$ cat src/rtl/fft4_frame_ctrl.sv
// fft4_frame_ctrl: frames a serial complex sample stream into a 4-point FFT core.
// It collects four samples and holds them on the core inputs.
// It runs the core for CORE_LAT enabled cycles and then captures the four bins.
// The bins stream out serially under valid/ready backpressure.
// Optional build macro FFT4_SCALE_EN pre-scales each accepted sample by >>>2 so the
// core cannot overflow; without it samples pass through unmodified.
module fft4_frame_ctrl #(
   parameter int unsigned CORE_LAT = 2,
   parameter int unsigned FCW      = 16
) (
   input  logic           clk,
   input  logic           rst_n,
   input  logic           s_valid,
   output logic           s_ready,
   input  logic [15:0]    s_re,
   input  logic [15:0]    s_im,
   output logic           m_valid,
   input  logic           m_ready,
   output logic [15:0]    m_re,
   output logic [15:0]    m_im,
   output logic           m_last,
   output logic           core_ce,
   output logic [63:0]    core_xre,
   output logic [63:0]    core_xim,
   input  logic [63:0]    core_yre,
   input  logic [63:0]    core_yim,
   output logic           busy,
   output logic [FCW-1:0] frame_cnt
);

   localparam int unsigned CW = (CORE_LAT > 1) ? $clog2(CORE_LAT) : 1;
   localparam logic [CW-1:0] LAT_LAST = CW'(CORE_LAT - 1);

   typedef enum logic [1:0] {COLLECT, RUN, CAP} state_t;

   state_t        state;
   logic [1:0]    in_idx;
   logic [1:0]    out_idx;
   logic [CW-1:0] lat_cnt;
   logic          out_full;
   logic [15:0]   buf_re [4];
   logic [15:0]   buf_im [4];
   logic [15:0]   wr_re;
   logic [15:0]   wr_im;
   logic          m_fire;
   logic          last_beat;
   logic          capture;

`ifdef FFT4_SCALE_EN
   assign wr_re = 16'($signed(s_re) >>> 2);
   assign wr_im = 16'($signed(s_im) >>> 2);
`else
   assign wr_re = s_re;
   assign wr_im = s_im;
`endif

   assign s_ready   = (state == COLLECT);
   assign m_valid   = out_full;
   assign m_re      = buf_re[out_idx];
   assign m_im      = buf_im[out_idx];
   assign m_last    = out_full && (out_idx == 2'd3);
   assign m_fire    = out_full && m_ready;
   assign last_beat = m_fire && (out_idx == 2'd3);
   // Capture may reuse the buffer on the very beat that empties it, so there is no bubble.
   assign capture   = (state == CAP) && (!out_full || last_beat);
   assign busy      = (state != COLLECT) || out_full;

   // Input FSM: collect four lanes, run the core, then wait for the out buffer.
   always_ff @(posedge clk or negedge rst_n) begin
      if (!rst_n) begin
         state    <= COLLECT;
         in_idx   <= 2'd0;
         lat_cnt  <= '0;
         core_ce  <= 1'b0;
         core_xre <= '0;
         core_xim <= '0;
      end else begin
         case (state)
            COLLECT: begin
               if (s_valid) begin
                  core_xre[16*in_idx +: 16] <= wr_re;
                  core_xim[16*in_idx +: 16] <= wr_im;
                  in_idx <= in_idx + 2'd1;
                  if (in_idx == 2'd3) begin
                     state   <= RUN;
                     core_ce <= 1'b1;
                     lat_cnt <= '0;
                  end
               end
            end
            RUN: begin
               if (lat_cnt == LAT_LAST) begin
                  state   <= CAP;
                  core_ce <= 1'b0;
               end else begin
                  lat_cnt <= lat_cnt + CW'(1);
               end
            end
            CAP: begin
               if (capture) begin
                  state <= COLLECT;
               end
            end
            default: begin
               state   <= COLLECT;
               core_ce <= 1'b0;
            end
         endcase
      end
   end

   // Output buffer: capture bins, serialise them, count drained frames.
   always_ff @(posedge clk or negedge rst_n) begin
      if (!rst_n) begin
         out_full  <= 1'b0;
         out_idx   <= 2'd0;
         frame_cnt <= '0;
         for (int k = 0; k < 4; k++) begin
            buf_re[k] <= 16'd0;
            buf_im[k] <= 16'd0;
         end
      end else begin
         if (capture) begin
            out_full <= 1'b1;
            for (int k = 0; k < 4; k++) begin
               buf_re[k] <= core_yre[16*k +: 16];
               buf_im[k] <= core_yim[16*k +: 16];
            end
         end else if (last_beat) begin
            out_full <= 1'b0;
         end
         if (m_fire) begin
            out_idx <= out_idx + 2'd1;
            if (out_idx == 2'd3) begin
               frame_cnt <= frame_cnt + FCW'(1);
            end
         end
      end
   end

endmodule

$ cat config.mk
export PLATFORM = sky130hd
export DESIGN_NAME = fft4_frame_ctrl
export DESIGN_NICKNAME = d
export VERILOG_FILES = /design/src/rtl/fft4_frame_ctrl.sv
export SDC_FILE = /design/constraint.sdc
export NUM_CORES = 1
export LEC_CHECK = 0
export CAP_MARGIN = 20
export CORE_MARGIN = 4
export CORE_UTILIZATION = 39
export DETAILED_ROUTE_END_ITERATION = 12
export PLACE_DENSITY = 0.71
export SLEW_MARGIN = 40
export SYNTH_ARGS = -nofsm -noshare
export SYNTH_HDL_FRONTEND = slang
export SYNTH_SLANG_ARGS = --single-unit
$ cat constraint.sdc
create_clock -name clk -period 2.1 [get_ports clk]
set_input_delay 0.42 -clock clk [delete_from_list [all_inputs] [get_ports clk]]
set_output_delay 0.42 -clock clk [all_outputs]
set_load 0.01 [all_outputs]
==> metrics <==
status finished, violations left; failing checks negative setup slack; Power Dens Cells 1570 mW/mm^2; clock power share 0.213; Final TNS setup -6.89 ns; RSZ-0062 raised after global routing true; Routed Antenna Nets 0; clk root buf clkbuf_16; Die W 181 um; Setup violations, final 33; VDD IR max 847 uV; Reg2Reg Depth 9; DPL Wire Length 22900 um; Starting Density 0.401; worst slack, placed -0.0444 ns; worst hold slack 0.351 ns; final net count 1443; share of cells above drive strength 1 0.252; Post-Syn Area 0.0116 mm^2; slowest CP cell mux4_2; Crit path depth 5; DRT Wirelength 33000 um; DR iter-0 viols 320; Overall Global Routing Usage 0.200; period utilisation layout 1.13; Synth top area share 0.605; Syn Inst Count 890; CP arrival 1.96 ns; GPL Wtd Cong 0.785; Syn-to-layout area delta 48.1%; Yosys top cell by area dfrtp_1; multiplexer share of the synthesized area 0.188; drt wl/cell 19.6 um; Synth cell types 35; startpoint class of the critical path flop; CTS max path bufs 3; transition time of the tightest slew-check pin 0.430 ns; Vias per Instance 4.99; sequential area share after synthesis 0.605; MaxCap Viol Count 0; WP data required 1.68 ns; Die ar. 0.0326 mm^2; WP buf/inv 4; FMAX 420 MHz; vias in the first global route 9105; Worst Hold Class in2async; simple-gate share of the synthesized area 0.0839; Total Power 27.1 mW; top post-synthesis cells by area dfrtp_1 61%, mux2_2 13%, nand2_1 6.3%; first-pass GRT wire length 52900 um; Synth Area in Adders 0.00861; Die Span Y 181 um; Seq pwr share 0.335; TritonCTS clock tree built; layout filler cell count 2335; grt ovf 0; CTS buffer count 30; core area 0.0290 mm^2; WS Path Type reg2out; final cell count without fillers 1679; largest net degree at the start of global routing 75; worst stage delay on the critical path 0.51 ns; Pleak 7.24 nW; initial antenna violation count 1; flip-flop and latch count after synthesis 281; Final Worst Setup Slack -0.279 ns; post-route cell area 0.0172 mm^2; logic gate share of total power 0.452; final-report hold violation count 0; clk slew on worst S/H paths 0.06 ns; Finished Core Util 0.593; Rows 62; cell family with most CP delay multiplexers; Worst Setup End Kind output port; post-layout minimum cycle time 2.38 ns; post-synthesis xor/xnor area fraction 0.0128; worst relative slew slack 0.714; crit-path cells buf_12, buf_12, buf_16, mux4_2, buf_6; DRC 0; Critical Path Fanout Max 5; Compound-Gate Fraction of Synth Area 0.0716; P_int 18.5 mW; clk_lat worst skew 0.55 ns; detailed-route via count 8382; Syn. warnings 0; drt pass-1 iters 4; Net Sw Power 8.55 mW; dpl cells 1605; largest family of logic cells by synthesized area multiplexers; syn_nets 1062; Crit path top cell by count buf_12; DP Area 0.0158 mm^2; H-tree Lvls 1; Port Buffer Count 344; max-slew violations 0; switch share 0.316; clk_skew 0.0177 ns; CTS Sinks 281; I/O pin total 345; Syn Area/Cell 13.1 um^2
kinds of logic (layout without fill, tap and decap cells):
group	after synthesis	in the layout
XOR/XNOR	17	17
buffers and inverters	61	465
other	0	1
AND/OR/NAND/NOR	225	225
adder cells (fa/ha/maj)	8	8
AO/OA/AOI/OAI	136	136
multiplexers	162	162
flip-flops	281	281
power by group through the flow:
stage | clock network [mW] | logic [mW] | registers [mW]
global route | 6.15 | 13.2 | 9.40
CTS | 5.89 | 12.1 | 9.10
global placement | 0 | 11.5 | 9.08
detailed placement | 0 | 11.6 | 9.16
floorplan | 0 | 5.64 | 9.30
finish | 5.76 | 12.2 | 9.08
layout by cell type, fill, tap and decap left out, types with 4 or more instances in the layout:
cell type and n:
clkdlybuf4s50_1 306, dfrtp_1 278, nand2_1 191, mux2_2 129
o21ai_0 91, a22o_1 39, buf_4 33, mux4_2 32
clkbuf_16 32, buf_6 32, buf_12 18, xnor2_1 14
ha_1 7, clkbuf_1 6, bufinv_16 6, and3_1 5
nand4_1 5, clkbuf_8 5, buf_16 5, clkinv_2 4
buf_2 4
synthesized netlist by cell type (all sizes together):
cell type and n:
a21oi 3, a22o 39, and2 2, and3 5, and4 2, buf 32
clkbuf 25, dfrtp 281, ha 8, inv 4, mux2 130, mux4 32
nand2 194, nand2b 1, nand3 4, nand4 5, nor2 4, nor3 2
nor3b 4, nor4 1, o21ai 92, o22ai 1, o2bb2ai 1, or3 1
xnor2 14, xor2 3
final timing paths:
check                                start          end  slack (ns)
worst min-delay path                 rst_n   buf_im[44]        0.35
max in group asynchronous            rst_n  core_xim[0]        0.96
worst max-delay path            out_idx[0]      m_im[0]       -0.28
worst min register to register    state[1]     state[1]        0.47
worst max register to register  out_idx[0]   buf_re[17]        0.06
min in group clk                  state[1]     state[1]        0.47
routing by layer:
| metal | vias up | track usage | wire (um) |
|---|---|---|---|
| met5 | - | 0 | 0 |
| met4 | 0 | 0.0463 | 743 |
| met3 | 50 | 0.0620 | 2580 |
| met2 | 297 | 0.334 | 15800 |
| met1 | 4141 | 0.259 | 13900 |
| li1 | 3894 | - | - |
area by class of cell:
cell class | instances | area [um^2] | share of cell area
multi-input combinational | 548 | 4290 | 0.249
clock buffer | 42 | 867 | 0.0504
timing repair buffer | 406 | 4290 | 0.249
sequential | 281 | 7040 | 0.409
clock inverter | 13 | 225 | 0.0131
antenna | 1 | 2.50 | 0.000145
inverter | 4 | 15.0 | 0.000872
tap | 384 | 480 | 0.0279
what timing repair did:
action | CTS | global route
cloned | 4 | 2
resized for setup | 167 | 21
buffers inserted | 7 | 6
endpoints found under the hold margin | 26 | 0
hold buffers | 1 | 0
setup endpoints to repair | 35 | 155
pin swaps | 0 | 1
state kept, by name, summed over array words and instances (netlist names):
| signal | flops |
|---|---|
| buf_im | 64 |
| buf_re | 64 |
| core_xim | 64 |
| core_xre | 64 |
| frame_cnt | 16 |
| in_idx | 2 |
| out_idx | 2 |
| state | 2 |
| core_ce | 1 |
| lat_cnt | 1 |
| m_valid | 1 |
worst reg2reg max path: stages, from the launching register on:
cell and delay, ns:
dfrtp_2 0.39, buf_12 0.12, buf_12 0.12, buf_8 0.11, ha_4 0.14, nand2_1 0.10, a21oi_4 0.22, buf_12 0.15
buf_16 0.18, mux2_2 0.37
Note: power is estimated with default switching activity, not from simulation.
